===== config.mk =====
export PLATFORM = sky130hd
export DESIGN_NAME = key_schedule_serial_flat
export DESIGN_NICKNAME = d
export VERILOG_FILES = /design/src/rtl/key_schedule_serial_pkg.sv /design/src/rtl/key_schedule_serial_if.sv /design/src/rtl/key_schedule_serial_sbox.sv /design/src/rtl/key_schedule_serial.sv /design/src/flat_wrapper.sv
export SDC_FILE = /design/constraint.sdc
export NUM_CORES = 1
export LEC_CHECK = 0
export ABC_AREA = 1
export ABC_CLOCK_PERIOD_IN_PS = 7150
export CELL_PAD_IN_SITES_DETAIL_PLACEMENT = 0
export CELL_PAD_IN_SITES_GLOBAL_PLACEMENT = 2
export CORE_ASPECT_RATIO = 0.8
export CORE_MARGIN = 2
export CORE_UTILIZATION = 37
export CTS_CLUSTER_DIAMETER = 30
export DETAILED_ROUTE_END_ITERATION = 12
export PLACE_DENSITY = 0.94
export SLEW_MARGIN = 20
export SYNTH_ARGS = -nofsm -noshare
export SYNTH_HDL_FRONTEND = slang
export SYNTH_SLANG_ARGS = --single-unit

===== constraint.sdc =====
create_clock -name clock -period 7.15 [get_ports clock]
set_input_delay 1.43 -clock clock [delete_from_list [all_inputs] [get_ports clock]]
set_output_delay 1.43 -clock clock [all_outputs]
set_load 0.02 [all_outputs]

===== src/rtl/key_schedule_serial_pkg.sv =====
// Shared AES-128 key-schedule types and constants.
// Provides state_t, rcon constants and GF(2^8) xtime.
package aes_pkg;

  localparam logic [7:0] RCON_INIT = 8'h01;
  localparam logic [7:0] RCON_POLY = 8'h1b;
  localparam int         KEY_BYTES = 16;

  typedef enum logic {
    LOAD,
    RUN
  } state_t;

  function automatic logic [7:0] xtime(
    input logic [7:0] b
  );
    return {b[6:0], 1'b0} ^
           (b[7] ? RCON_POLY : 8'h00);
  endfunction

endpackage


===== src/rtl/key_schedule_serial_if.sv =====
// Load and key-stream handshake bundle for key_schedule_serial.
// slave: the key generator; master: key source + key consumer.
interface key_schedule_serial_if;

  logic       io_loadValid;
  logic       io_loadReady;
  logic [7:0] io_keyIn;
  logic       io_keyValid;
  logic       io_keyReady;
  logic [7:0] io_keyOut;
  logic [3:0] io_round;
  logic       io_last;

  modport slave (
    input  io_loadValid,
    input  io_keyIn,
    input  io_keyReady,
    output io_loadReady,
    output io_keyValid,
    output io_keyOut,
    output io_round,
    output io_last
  );

  modport master (
    output io_loadValid,
    output io_keyIn,
    output io_keyReady,
    input  io_loadReady,
    input  io_keyValid,
    input  io_keyOut,
    input  io_round,
    input  io_last
  );

endinterface


===== src/rtl/key_schedule_serial_sbox.sv =====
// Combinational AES forward S-box, 8 bits in, 8 bits out.
// Ports: a (input byte), y (substituted byte).
module aes_sbox (
  input  logic [7:0] a,
  output logic [7:0] y
);

  localparam logic [127:0] ROWS [16] = '{
    128'h637c777bf26b6fc53001672bfed7ab76,
    128'hca82c97dfa5947f0add4a2af9ca472c0,
    128'hb7fd9326363ff7cc34a5e5f171d83115,
    128'h04c723c31896059a071280e2eb27b275,
    128'h09832c1a1b6e5aa0523bd6b329e32f84,
    128'h53d100ed20fcb15b6acbbe394a4c58cf,
    128'hd0efaafb434d338545f9027f503c9fa8,
    128'h51a3408f929d38f5bcb6da2110fff3d2,
    128'hcd0c13ec5f974417c4a77e3d645d1973,
    128'h60814fdc222a908846eeb814de5e0bdb,
    128'he0323a0a4906245cc2d3ac629195e479,
    128'he7c8376d8dd54ea96c56f4ea657aae08,
    128'hba78252e1ca6b4c6e8dd741f4bbd8b8a,
    128'h703eb5664803f60e613557b986c11d9e,
    128'he1f8981169d98e949b1e87e9ce5528df,
    128'h8ca1890dbfe6426841992d0fb054bb16
  };

  logic [127:0] row;

  assign row = ROWS[a[7:4]];
  // Column 0 is the leftmost byte of each row.
  assign y   = row[{~a[3:0], 3'b000} +: 8];

endmodule


===== src/rtl/key_schedule_serial.sv =====
// Byte-serial AES-128 round-key generator (rounds 0..NUM_ROUNDS).
// Ports: clock, reset (sync, active-high), io (slave handshake).
module key_schedule_serial
  import aes_pkg::*;
#(
  parameter int NUM_ROUNDS = 10
) (
  input logic                 clock,
  input logic                 reset,
  key_schedule_serial_if.slave io
);

  localparam logic [3:0] LAST_R = 4'(NUM_ROUNDS);

  state_t     state_q, state_d;
  logic [7:0] key_q [KEY_BYTES];
  logic [7:0] key_d [KEY_BYTES];
  logic [3:0] j_q, j_d;
  logic [3:0] r_q, r_d;
  logic [7:0] rcon_q, rcon_d;

  logic [7:0] sbox_in;
  logic [7:0] sbox_out;
  logic [7:0] new_byte;
  logic       xfer;
  logic       last;

  // One S-box: bytes 0..2 of a word use the
  // rotated tail, byte 3 wraps to w3[0] at 9.
  assign sbox_in = (j_q == 4'd3) ? key_q[9]
                                 : key_q[13];

  aes_sbox u_sbox (
    .a (sbox_in),
    .y (sbox_out)
  );

  always_comb begin
    new_byte = key_q[0];
    if (j_q < 4'd4)
      new_byte = new_byte ^ sbox_out;
    else
      new_byte = new_byte ^ key_q[12];
    if (j_q == 4'd0)
      new_byte = new_byte ^ rcon_q;
  end

  assign xfer = (state_q == RUN) && io.io_keyReady;
  assign last = (state_q == RUN) &&
                (r_q == LAST_R) &&
                (j_q == 4'd15);

  always_comb begin
    state_d = state_q;
    key_d   = key_q;
    j_d     = j_q;
    r_d     = r_q;
    rcon_d  = rcon_q;
    unique case (state_q)
      LOAD: begin
        if (io.io_loadValid) begin
          for (int i = 0; i < KEY_BYTES - 1; i++)
            key_d[i] = key_q[i+1];
          key_d[KEY_BYTES-1] = io.io_keyIn;
          j_d = j_q + 4'd1;
          if (j_q == 4'd15) begin
            j_d     = 4'd0;
            r_d     = 4'd0;
            state_d = RUN;
          end
        end
      end
      RUN: begin
        if (xfer && last) begin
          for (int i = 0; i < KEY_BYTES; i++)
            key_d[i] = 8'h00;
          j_d     = 4'd0;
          r_d     = 4'd0;
          rcon_d  = RCON_INIT;
          state_d = LOAD;
        end else if (xfer) begin
          for (int i = 0; i < KEY_BYTES - 1; i++)
            key_d[i] = key_q[i+1];
          key_d[KEY_BYTES-1] = new_byte;
          j_d = j_q + 4'd1;
          if (j_q == 4'd15) begin
            r_d    = r_q + 4'd1;
            rcon_d = xtime(rcon_q);
          end
        end
      end
      default: state_d = LOAD;
    endcase
  end

  always_ff @(posedge clock) begin
    if (reset) begin
      state_q <= LOAD;
      for (int i = 0; i < KEY_BYTES; i++)
        key_q[i] <= 8'h00;
      j_q    <= 4'd0;
      r_q    <= 4'd0;
      rcon_q <= RCON_INIT;
    end else begin
      state_q <= state_d;
      for (int i = 0; i < KEY_BYTES; i++)
        key_q[i] <= key_d[i];
      j_q    <= j_d;
      r_q    <= r_d;
      rcon_q <= rcon_d;
    end
  end

  assign io.io_loadReady = (state_q == LOAD);
  assign io.io_keyValid  = (state_q == RUN);
  assign io.io_keyOut    = key_q[0];
  assign io.io_round     = r_q;
  assign io.io_last      = last;

endmodule


===== src/flat_wrapper.sv =====
// flat-port wrapper written by rule: the top's interface ports become plain ports
module key_schedule_serial_flat import aes_pkg::*;
#(
  parameter int NUM_ROUNDS = 10
)
  (clock, reset, io_io_loadValid, io_io_keyIn, io_io_keyReady, io_io_loadReady, io_io_keyValid, io_io_keyOut, io_io_round, io_io_last);
  key_schedule_serial_if io_i ();
  input logic clock;
  input logic reset;
  input wire logic [$bits(io_i.io_loadValid)-1:0] io_io_loadValid;
  input wire logic [$bits(io_i.io_keyIn)-1:0] io_io_keyIn;
  input wire logic [$bits(io_i.io_keyReady)-1:0] io_io_keyReady;
  output wire logic [$bits(io_i.io_loadReady)-1:0] io_io_loadReady;
  output wire logic [$bits(io_i.io_keyValid)-1:0] io_io_keyValid;
  output wire logic [$bits(io_i.io_keyOut)-1:0] io_io_keyOut;
  output wire logic [$bits(io_i.io_round)-1:0] io_io_round;
  output wire logic [$bits(io_i.io_last)-1:0] io_io_last;
  assign io_i.io_loadValid = io_io_loadValid;
  assign io_i.io_keyIn = io_io_keyIn;
  assign io_i.io_keyReady = io_io_keyReady;
  assign io_io_loadReady = io_i.io_loadReady;
  assign io_io_keyValid = io_i.io_keyValid;
  assign io_io_keyOut = io_i.io_keyOut;
  assign io_io_round = io_i.io_round;
  assign io_io_last = io_i.io_last;
  key_schedule_serial #(.NUM_ROUNDS(NUM_ROUNDS)) u_core (.clock(clock), .reset(reset), .io(io_i));
endmodule

---- Word level (Yosys, flattened, before mapping) ----
Memory sizes are Yosys's and may differ from the RTL's.
Cells that the tools add are included.
storage, ports and cells
  ROM bits ................................ 2048
  word-level logic and storage cells ...... 78
  memories kept ........................... 1
  bits of input ports ..................... 12
  register bits ........................... 145
operators by class
  reduce and logical (&&, ||, !) cells .... 10
  shifts and indexed selects .............. 1
  add/subtract/negate cells ............... 2
  bitwise operators ....................... 7
  order comparisons ....................... 2
  eq/ne operators ......................... 7
  muxes and demuxes ....................... 28
memory list
  name              words  bits a word  rd ports  clocked after Yosys merged registers in  wr ports  RTL line                        RTL
  (name not given)  16     128          1         0                                        0         key_schedule_serial_sbox.sv:29  assign row = ROWS[a[7:4]];
operator list
  cell                 count
  $mux 128             5
  $pmux 128 s2         1
  $shiftx 128x8->8     1
  $mux 8               6
  $mux 4               9
  $xor 8x8->8          4
  $pmux 4 s2           2
  $add 4x1->4 const B  2
  $eq 4x4->1 const B   2
  $ne 3x3->1 const B   2
  $ge 5x5->1 const B   1
  $mux 5               1
  $not 4->5            1
  $eq 4x2->1 const B   1
  $logic_and 1x1->1    4
  $logic_not 4->1      1
  $lt 4x3->1 const B   1
  $not 4->4            1
  $reduce_and 4->1     1
  $reduce_bool 2->1    2
  $mux 1               3
  $reduce_and 3->1     1
  $ne 2x1->1 const B   1
  $ne 2x2->1 const B   1
  other kinds (3)      3

---- Depth between registers and ports, before layout ----
  depth in word-level cells ............... 14
  gate-level depth with buffers ........... 21

---- Modules after synthesis ----
Synthesis repeated with hierarchy kept, for this count alone.
second synthesis, totals
  cells, all modules ...................... 1478
  area total of the unflattened synthesis .. 9325.2 sq um
by module, submodules not included
  module               cells an instance  times used  area an instance (sq um)
  key_schedule_serial  823                1           6302.3
  aes_sbox             655                1           3022.9

---- Worst setup path before layout ----
No wires, ideal clock.
  path kind ............................... reg-to-output
  start ................................... register u_core.j_q[1]
  end ..................................... output port io_io_last
  arrival ................................. 1381 ps
  cell stages (with the launch flop) ...... 7
  path slack .............................. 4339 ps
  path buffers ............................ 1
  data required time ...................... 5720 ps
  cells stage by stage .................... dfxtp_1 -> ha_1 -> buf_6 -> inv_1 -> nor3_2 -> inv_1 -> nor3_2
on the way
  word-level cells in the longest chain between the ends .. 2
ends and longest elaborated chain
  item                    RTL line                    RTL
  from (decl)             key_schedule_serial.sv:18   logic [3:0] j_q, j_d;
  from (signal assigned)  key_schedule_serial.sv:108  j_q <= j_d;
  $eq 4x4->1              key_schedule_serial.sv:51   (j_q == 4'd15);
  $logic_and 1x1->1       key_schedule_serial.sv:50   (r_q == LAST_R) &&
  to (decl)               flat_wrapper.sv:17          output wire logic [$bits(io_i.io_last)-1:0] io_io_last;
No other way between the ends.

---- Worst setup path after layout ----
Ends and elaborated chain as after synthesis.

==> run_results.csv <==
group,metric,value,unit
floorplan,core_area,24310,sq um
pwr,p_per_area,231.9,nW/um^2
detailed_routing,drtPass1Iterations,6,
detailed_routing,post-route-drc-count,0,
logic_synthesis,syn_inst,1419,
global_route,use_met3,5.956,%
global_route,met2_usage,31.60,%
clocking,ctsResizeCount,0,
clocking,clk_pin_slew,0.07,ns
logic_synthesis,synth_edf_count,0,
global_route,grt_use_total,23.52,%
final_layout,seqCellArea,2903,sq um
critical_path,rrSetupSlack,2.91,ns
floorplan,rows,51,
final_layout,finish.utilization,40.32,%
detailed_routing,num_vias,9616,
place,gp_congestion,0.9660,
global_route,grt_overflow_total,0,
global_route,grt_pass1_wl,48320,um
sta,fin_setup_tns,0,ns
pwr,peakVddDrop,0.0001635,V
logic_synthesis,netlist_top_cells_area,"dfxtp_1, nand3_1, nand2_1",
critical_path,rr_endpoint,"u_core.key_q[3]$_SDFFE_PP0P_",
clocking,clk_path_buf_depth,2,
status,status,"complete, no violations",
detailed_routing,via_per_inst,5.710,
sta,fin_crit_sh,59.30,%
clocking,cts.sinks,145,
sta,fin_skew,0.01432,ns
pwr,p_leak,0.004010,uW
critical_path,crit_required,5.72,ns
critical_path,path_cells,"ha_1 -> inv_1 -> nor3_2 -> inv_1 -> nor3_2 -> clkdlybuf4s50_1",
critical_path,crit_buf_inv,3,
place,portBuffers,26,
worst_hold_path,min_from,"u_core.key_q[111]$_SDFFE_PP0P_",
floorplan,die_w,179.9,um
global_route,grt_pass1_vias,8346,
worst_hold_path,holdCritPathClass,"flop to flop",
logic_synthesis,ys.warnings.count,0,
detailed_routing,ant_nets,0,
sta,rsz0062_at_grt,"false",
logic_synthesis,synth.top_cell.area_share,31.68,%
logic_synthesis,synthArstFlopShare,0,%
sta,finalHoldViolations,0,
final_layout,layout_common_cells,"nand2_1, nand3_1, a21oi_1, dfxtp_1, o21ai_0",
critical_path,slowest_stage,"ha_1",
final_layout,final_common_cell,"nand2_1",
run,cap_violations,0,
logic_synthesis,avgSynthCellArea,6.457,sq um
global_route,gr-max-usage-layer,"met1",
global_route,antenna_found_initial,0,
final_layout,syn2layout_area_growth,6.978,%
place,dpl_cell_area,9230,sq um
critical_path,setup.worst_path.class,"flop to output pin",
critical_path,rr_startpoint,"u_core.j_q[1]$_SDFFE_PP0P_",
detailed_routing,avgRoutedWirePerCell,18.65,um
final_layout,drive_above_1_share,6.662,%
floorplan,initial_utilization,37.69,%
final_layout,fin_nets,1382,
critical_path,cp-end-kind,"output pin",
floorplan,dieArea,26050,sq um
critical_path,cp_max_fo,13,
logic_synthesis,synth_seq_area_share,31.68,%
final_layout,instances_no_fill,1684,
critical_path,start_kind,"flop",
clocking,cts_buffers,17,
pwr,fin_total_pwr,2273,uW
sta,timing.fmax,235.9,MHz
clocking,cts_tree,"done",
place,detailedPlacementHpwl,20150,um
critical_path,arrival,2.81,ns
critical_path,r2r_cells,16,
final_layout,multiInputGateArea,5349,sq um
logic_synthesis,ys_types,35,
critical_path,slowest_delay,0.70,ns
logic_synthesis,ys_ff_latch,145,
final_layout,fillCellCount,2582,
sta,setup_viol,0,
sta,maxSlewHeadroom,25.17,%
logic_synthesis,synth_nets,1448,
sta,final_max_slew_viol_count,0,
place,dp_cells,1652,
global_route,grt_max_degree,141,
clocking,htree_levels,4,
sta,tightest_slew,1.121,ns
final_layout,final_area,9802,sq um
logic_synthesis,yosys.area.top_type,"dfxtp_1",
clocking,hold_buffers,0,
critical_path,cp_top_family,"buffers and inverters",
logic_synthesis,synth_area,9163,sq um
worst_hold_path,hold_end,"u_core.key_q[119]$_SDFFE_PP0P_",
clocking,cts-root-buf,"clkbuf_16",
worst_hold_path,worstHoldPathCells,2,
detailed_routing,wl,31410,um
detailed_routing,drt-initial-drc-count,1437,
sta,min_period,4.240,ns
logic_synthesis,ys.flop_type,"dfxtp_1",
final_layout,diodes,0,
floorplan,boundaryPins,27,
clocking,cts_setup_buffers,0,
clocking,clk_latency,0.42,ns
global_route,use_met1,35.85,%
floorplan,die_h,144.8,um
[stage by stage]
step | setup WS [ns] | hold slack [ns]
2_1_floorplan | 4.339 | 0.4359
3_3_place_gp | 2.926 | 0.4448
3_5_place_dp | 2.944 | 0.4454
4_1_cts | 2.902 | 0.4527
5_1_grt | 2.603 | 0.4663
6_report | 2.910 | 0.4515
[cells by family (layout without fill, tap and decap cells)]
family | after synthesis | count (layout) | synth area share [%]
compound gates | 314 | 314 | 17.85
fa+ha+maj | 17 | 17 | 2.321
xor+xnor | 12 | 12 | 1.147
flops | 145 | 145 | 31.68
simple gates | 744 | 744 | 36.86
buf+inv | 187 | 134 | 10.15
[area by class of cell]
type	count	share of cell area, %
multi-input cells	1087	54.57
clock buffers	17	4.340
well taps	318	4.059
clock inverters	15	1.493
inverters	68	2.655
repair buffers	34	3.268
flip-flops and latches	145	29.61
[per-layer routing]
metal / routed length (um) / vias to the layer above
li1: - / 4653
met1: 15150 / 4409
met2: 12390 / 498
met3: 3242 / 56
met4: 634 / 0
met5: 0 / -
[worst min-delay path: cells and delay by family, from the launching register on]
family          cells  cell delay, ns
simple gates        1            0.06
compound gates      1            0.05
flops               1            0.31
[synth_stat cells (2+ instances only)]
cell type	instances
a211oi_1	17
nand2_1	358
nor3_1	2
nand2_4	9
buf_4	16
nand3_2	6
nand3_1	293
dfxtp_1	145
clkinv_1	2
buf_2	17
ha_1	17
xor2_1	12
nand2_2	20
nor2_1	39
nor2_2	3
buf_8	3
buf_1	5
inv_1	62
buf_6	15
nand3b_1	4
nand4_1	5
clkbuf_1	63
inv_2	4
o21ai_1	7
o21ai_0	126
a21oi_1	159
nor3_2	2
[worst max-delay path by stage]
stage	from	to	slack, ns	cells after the start
6_report	u_core.j_q[1]$_SDFFE_PP0P_	io_io_last	2.91	6
3_5_place_dp	io_io_keyReady	u_core.key_q[48]$_SDFFE_PP0P_	2.94	9
4_1_cts	u_core.j_q[1]$_SDFFE_PP0P_	io_io_last	2.90	6
5_1_grt	u_core.j_q[0]$_SDFFE_PP0P_	u_core.key_q[4]$_SDFFE_PP0P_	2.60	19
2_1_floorplan	u_core.j_q[1]$_SDFFE_PP0P_	io_io_last	4.34	6
3_3_place_gp	reset	u_core.key_q[53]$_SDFFE_PP0P_	2.93	5
[sequential cells by signal, summed over array words and instances, names as in the netlist]
signal and count:
u_core.io.io_keyValid 1, u_core.io.io_keyOut 8, u_core.rcon_q 8, u_core.j_q 4, u_core.key_q 120, u_core.io.io_round 4
[power breakdown]
part | leakage [uW] | total (uW) | switching, uW | internal, uW
Combinational | 0.00254 | 520 | 365 | 155
Sequential | 0.00120 | 884 | 29.1 | 854
Clock | 0.000275 | 870 | 380 | 490
Total | 0.00401 | 2270 | 775 | 1500
(Power assumes the default switching activity.)
